**config.mk**
```make
export PLATFORM = sky130hd
export DESIGN_NAME = sap_control_sequencer
export DESIGN_NICKNAME = d
export VERILOG_FILES = /design/src/rtl/sap_control_sequencer.sv
export SDC_FILE = /design/constraint.sdc
export NUM_CORES = 1
export LEC_CHECK = 0
export CAP_MARGIN = 10
export CORE_AREA = 2 2 39 41
export CTS_BUF_LIST = sky130_fd_sc_hd__clkbuf_16
export DETAILED_ROUTE_END_ITERATION = 8
export DIE_AREA = 0 0 41 43
export PLACE_DENSITY = 0.8
export SYNTH_ARGS = -nofsm -noshare
export SYNTH_HDL_FRONTEND = slang
export SYNTH_SLANG_ARGS = --single-unit
```
**constraint.sdc**
```tcl
create_clock -name clk -period 2.3 [get_ports clk]
set_input_delay 0.46 -clock clk [delete_from_list [all_inputs] [get_ports clk]]
set_output_delay 0.46 -clock clk [all_outputs]
set_load 0.01 [all_outputs]
```
**src/rtl/sap_control_sequencer.sv**
```systemverilog
// Control sequencer for the MySAP 8-bit datapath.
// A one-hot ring counter walks T1..T6: three fetch states are shared by all
// instructions, and three execute states are decoded from the IR opcode. HLT
// parks the ring in T4 with the halted flag set until the next reset.
module sap_control_sequencer #(
    parameter logic [3:0] OP_LDA       = 4'h0,
    parameter logic [3:0] OP_ADD       = 4'h1,
    parameter logic [3:0] OP_SUB       = 4'h2,
    parameter logic [3:0] OP_OUT       = 4'he,
    parameter logic [3:0] OP_HLT       = 4'hf,
    parameter bit         EARLY_RETURN = 1'b0
) (
    input  logic       clk,
    input  logic       reset,
    input  logic       debug,
    input  logic [3:0] opcode,
    output logic [5:0] t_state,
    output logic       halted,
    output logic       pc_increment,
    output logic       pc_enable_out,
    output logic       mar_load,
    output logic       ram_enable_out,
    output logic       ir_load,
    output logic       ir_enable_out,
    output logic       a_load,
    output logic       a_enable_out,
    output logic       b_load,
    output logic       alu_sub,
    output logic       alu_enable_out,
    output logic       out_load
);

    typedef enum logic [5:0] {
        T1 = 6'b000001,
        T2 = 6'b000010,
        T3 = 6'b000100,
        T4 = 6'b001000,
        T5 = 6'b010000,
        T6 = 6'b100000
    } t_state_e;

    t_state_e state_reg;
    t_state_e state_next;
    logic     halted_reg;
    logic     halted_next;

    // The debug trace only exists in simulation models; the hardware ignores it.
    logic unused_debug;
    assign unused_debug = debug;

    // Opcode classes; anything unrecognised is treated as a NOP.
    logic is_lda;
    logic is_add;
    logic is_sub;
    logic is_out;
    logic is_hlt;
    logic is_nop;

    assign is_lda = (opcode == OP_LDA);
    assign is_add = (opcode == OP_ADD);
    assign is_sub = (opcode == OP_SUB);
    assign is_out = (opcode == OP_OUT);
    assign is_hlt = (opcode == OP_HLT);
    assign is_nop = !(is_lda || is_add || is_sub || is_out || is_hlt);

    assign t_state = state_reg;
    assign halted  = halted_reg;

    // Ring counter and halt flag; reset always returns to T1, even from HALT.
    always_ff @(posedge clk) begin
        if (reset) begin
            state_reg  <= T1;
            halted_reg <= 1'b0;
        end else begin
            state_reg  <= state_next;
            halted_reg <= halted_next;
        end
    end

    // Next-state: advance the ring, honour early return, and freeze on HLT.
    // The opcode is only looked at in T4/T5, so IR changes during fetch are harmless.
    always_comb begin
        state_next  = state_reg;
        halted_next = halted_reg;
        if (!halted_reg) begin
            case (state_reg)
                T1: state_next = T2;
                T2: state_next = T3;
                T3: state_next = T4;
                T4: begin
                    if (is_hlt) begin
                        halted_next = 1'b1;
                        state_next  = T4;
                    end else if (EARLY_RETURN && (is_out || is_nop)) begin
                        state_next = T1;
                    end else begin
                        state_next = T5;
                    end
                end
                T5: begin
                    if (EARLY_RETURN && is_lda) begin
                        state_next = T1;
                    end else begin
                        state_next = T6;
                    end
                end
                T6:      state_next = T1;
                default: state_next = T1;
            endcase
        end
    end

    // Control decode from the registered state; everything is held low during
    // reset and while halted. Each state enables at most one bus driver.
    always_comb begin
        pc_increment   = 1'b0;
        pc_enable_out  = 1'b0;
        mar_load       = 1'b0;
        ram_enable_out = 1'b0;
        ir_load        = 1'b0;
        ir_enable_out  = 1'b0;
        a_load         = 1'b0;
        a_enable_out   = 1'b0;
        b_load         = 1'b0;
        alu_sub        = 1'b0;
        alu_enable_out = 1'b0;
        out_load       = 1'b0;
        if (!reset && !halted_reg) begin
            case (state_reg)
                T1: begin
                    pc_enable_out = 1'b1;
                    mar_load      = 1'b1;
                end
                T2: pc_increment = 1'b1;
                T3: begin
                    ram_enable_out = 1'b1;
                    ir_load        = 1'b1;
                end
                T4: begin
                    if (is_lda || is_add || is_sub) begin
                        ir_enable_out = 1'b1;
                        mar_load      = 1'b1;
                    end else if (is_out) begin
                        a_enable_out = 1'b1;
                        out_load     = 1'b1;
                    end
                end
                T5: begin
                    if (is_lda) begin
                        ram_enable_out = 1'b1;
                        a_load         = 1'b1;
                    end else if (is_add || is_sub) begin
                        ram_enable_out = 1'b1;
                        b_load         = 1'b1;
                        alu_sub        = is_sub;
                    end
                end
                T6: begin
                    if (is_add || is_sub) begin
                        alu_enable_out = 1'b1;
                        a_load         = 1'b1;
                        alu_sub        = is_sub;
                    end
                end
                default: ;
            endcase
        end
    end

endmodule

```
==> Word-level counts from Yosys, hierarchy flattened <==
Cells that the tools add are included.
{ "totals": {"register_bits": 7, "wordCells": 55, "rom_bits": 0, "n_memories": 0, "mem_bits_rw": 0, "input_bits": 7, "output_inout_bits": 19, "latch_bits": 0} }
{ "op_classes": {"shift": 0, "n_eq_ne": 10, "n_mux": 36, "bitwise": 0, "reduce_logical": 7, "addsub": 0, "multipliers": 0, "magnitude_cmp": 0, "n_div": 0} }
{ "op_table": {"columns": ["operator", "count"], "rows": [
  ["1-bit 2-to-1 mux", 30],
  ["6-bit one-hot mux with 5 select lines", 1],
  ["4-bit == test (second input constant)", 2],
  ["1-bit one-hot mux with 2 select lines", 4],
  ["6-bit by 1-bit == test with 1-bit output (second input constant)", 1],
  ["6-bit by 2-bit == test with 1-bit output (second input constant)", 1],
  ["6-bit by 3-bit == test with 1-bit output (second input constant)", 1],
  ["6-bit by 4-bit == test with 1-bit output (second input constant)", 1],
  ["6-bit by 5-bit == test with 1-bit output (second input constant)", 1],
  ["6-bit == test (second input constant)", 1],
  ["5-bit 2-to-1 mux", 1],
  ["4-bit by 1-bit == test with 1-bit output (second input constant)", 1],
  ["4-bit by 2-bit == test with 1-bit output (second input constant)", 1],
  ["4-bit logical NOT", 1],
  ["1-bit logical OR", 3],
  ["1-bit logical NOT", 2],
  ["1-bit logical AND", 1]
]} }

==> Longest topological paths before layout <==
{ "depth": {"depth_word": 6, "mapped_depth": 6, "ltp_nobuf": 4} }

==> Worst setup path before layout <==
No wires, ideal clock.
{ "synth_path": {"path_type": "input -> output", "from": "input port reset", "to": "output port out_load", "required_time_ps": 1840, "stages": 5, "path_buffers": 3, "setup_slack_ps": 127, "arrival_time_ps": 1713, "path_cell_list": "clkbuf_1 -> or2_1 -> buf_2 -> nor4_1 -> buf_4"} }
{ "synth_via": {"elab_chain_cells": 3} }
{ "synth_lines": {"columns": ["item", "line", "text"], "rows": [
  ["start: declaration", "14", "input logic reset,"],
  ["1-bit logical NOT", "128", "if (!reset && !halted_reg) begin"],
  ["1-bit logical AND", "128", null],
  ["1-bit 2-to-1 mux", null, null],
  ["end: declaration", "30", "output logic out_load"]
]} }
Every way passes these cells.

==> Worst setup path after layout <==
{ "layout_path": {"from": "input port opcode[3]", "to": "output port ir_enable_out"} }
{ "layout_via": {"elab_chain_cells": 6, "elab_cells_between_ends": 8, "cone_classes": "eq/ne (2); mux (3); reduce/logical (3)"} }
{ "layout_lines": {"columns": ["item", "line", "text"], "rows": [
  ["start: declaration", "16", "input logic [3:0] opcode,"],
  ["4-bit by 1-bit == test with 1-bit output or 4-bit logical NOT (tied branches)", "60, 59", null],
  ["1-bit logical OR", "140", "if (is_lda || is_add || is_sub) begin"],
  ["1-bit logical OR *", "140", null],
  ["1-bit 2-to-1 mux *", "140", null],
  ["1-bit 2-to-1 mux *", "129", "case (state_reg)"],
  ["1-bit 2-to-1 mux *", "128", null],
  ["end: declaration", "24", "output logic ir_enable_out,"]
]} }
Every way passes the cells marked *; elsewhere a longest branch is shown, timed or not.

==> results.cfg <==
[status]
status = finished clean

[placement]
hpwl_mm = 1.36
io_buffers = 24
dp_slack_ps = -327
place.gp.congestion = 0.844
dp.cells = 130

[timing]
slew_headroom = 0.805
fin_worst_hold_slack_ps = 652
min_period_ps = 2220
fin_ws_ps = 79.0
slew_viol_final = 0
finClkSkew_ps = 4.04
tightest_slew_ps = 291
hold_viol = 0
fin_crit_sh = 0.966
fmax_mhz = 450
setup_viol = 0

[routing]
ant_nets = 0
avgViaCountPerCell = 5.58
highest_layer = met4
wirelength_mm = 1.96
routedWlPerCell_um = 14.6
dr.pass1.iters = 4
dr_wl_met2_um = 986
route.detailed.drc = 0
drtIter0Drc = 21
wl_met3_um = 140
met1Wirelength_um = 758
num_vias = 748

[critical_path]
path_max_fanout = 4
cp.arrival_ps = 1760
startpoint_type = input port
worst_setup_path_end_kind = output port
max_stage_delay_ps = 500
crit_chain = clkdlybuf4s50_1 > a211oi_2 > buf_4 > nor3b_2 > dlygate4sd2_1
cp_slowest_cell = clkdlybuf4s50_1
rr_worst_depth = 4
required_ps = 1840
path_class = in2out

[logic_synthesis]
synth_edf_count = 0
async_flop_share = 0
ys_seq_area_frac = 0.259
synthCells = 76
synth.cell_area_um2 = 541
yosysWarnings = 0
avgSynthCellArea_um2 = 7.11
syn-num-nets = 83
ys_types = 30
synth_ff_type = dfxtp_1
synth_seq_cells = 7

[die]
start_util = 0.391
die_y_um = 43
pin_count = 26
rows = 14
coreArea_um2 = 1380
die_w_um = 41
dieArea_um2 = 1760

[power_and_ir_drop]
power_uw = 711
irDropWorstVdd_mv = 0.600
switchingPower_uw = 217
swShare = 0.305
p_int_uw = 494
leakage_uw = 0.000434
clkPwrFrac = 0.425
power_frac_seq = 0.226
power.density_nw_per_um2 = 712
p_comb_frac = 0.350

[clock_network]
clock_latency_ps = 240
htreeDepth = 1
clock-sinks = 7
clk_path_buf_depth = 2
cts_tree = built
clk_pin_slew_ps = 40
cts_root_buf = clkbuf_16
hold_buffers = 0
cts_buffers = 3

[global_routing]
grt-ovfl-total = 0
antenna_found_initial = 0
grt_pass1_vias = 743
grt_usage = 0.274
grt_max_degree = 12
grt_first_pass_wirelength_mm = 3.25

[final_layout]
final_layout_size_suffix_gt1_frac = 0.297
final_cells = 134
synthToLayoutAreaGrowth_pct = 84.7
largest_register_ffs = 6
diodes = 0
layout_commonest_cell = buf_4
mostFrequentLayoutCells = 18 x buf_4, 11 x nor2_1, 10 x clkdlybuf4s50_1
nets = 126

[min_path]
hold_class = reg2reg
whs_path_depth = 3

[job]
drv_cap = 0
[kinds of logic (layout without fill, tap and decap cells)]
logic type | count (synthesis) | count (layout) | share of synthesized area
AOI/OAI and AO/OA | 14 | 14 | 0.153
xor gates and xnor gates | 1 | 1 | 0.0162
buffers and inverters | 6 | 48 | 0.0509
DFF | 7 | 7 | 0.259
and+or+nand+nor | 48 | 48 | 0.521
[metrics by stage]
stage | instance area (um^2) | TNS (ps) | util
2_1_floorplan | 541 | 0 | -
5_1_grt | 998 | -2.65 | 0.722
3_5_place_dp | 916 | -2940 | 0.662
3_3_place_gp | 916 | -2580 | 0.662
6_report | 998 | 0 | 0.722
4_1_cts | 1000 | 0 | 0.725
[layout make-up]
class / instances / area [um^2]
tap: 16 / 20.0
sequential: 7 / 140
fill: 108 / 385
inverter: 2 / 7.51
multi-input combinational: 63 / 405
clock inverter: 1 / 3.75
clock buffer: 3 / 75.1
timing repair buffer: 42 / 347
[synth_stat cells (2+ instances only)]
cell | instances | area, um^2
nor2_1 | 11 | 41.3
dfxtp_1 | 7 | 140
nand2_1 | 7 | 26.3
a21oi_1 | 5 | 25.0
nand3_1 | 5 | 25.0
nand4b_1 | 5 | 43.8
o21ai_0 | 4 | 20.0
nor2b_1 | 3 | 18.8
nor3_1 | 3 | 15.0
or3_1 | 3 | 18.8
clkbuf_1 | 2 | 7.51
inv_1 | 2 | 7.51
nor2_2 | 2 | 12.5
[critical path: cells and delay by family]
| family | cells | cell delay (ps) |
|---|---|---|
| compound gates | 1 | 220 |
| buf+inv | 3 | 940 |
| simple gates | 1 | 130 |
[worst paths after layout]
path	start	end	slack (ps)
setup / recovery	opcode[3]	ir_enable_out	80
hold / removal	halted	t_state[4]	650
setup reg to reg	t_state[4]	t_state[4]	880
hold reg to reg	halted	t_state[4]	650
[routing by layer]
layer / vias up / track usage
met5: - / 0
met3: 8 / 0.0471
met1: 344 / 0.316
met4: 0 / 0.167
met2: 37 / 0.441
li1: 359 / -
[repair_timing]
| action | in CTS | in global routing |
|---|---|---|
| buffers inserted | 0 | 0 |
| endpoints found under the hold margin | 0 | 0 |
| setup endpoints to repair | 12 | 6 |
| pin swaps | 0 | 1 |
| cloned | 0 | 0 |
| resized for setup | 22 | 9 |
[power by group through the flow]
stage | Combinational [uW] | Clock, uW | Sequential, uW
floorplan | 94.6 | 0 | 182
global placement | 245 | 0 | 160
detailed placement | 250 | 0 | 162
CTS | 249 | 300 | 160
global route | 272 | 303 | 162
finish | 249 | 302 | 160
No activity file was read; power rests on OpenSTA's default activity.
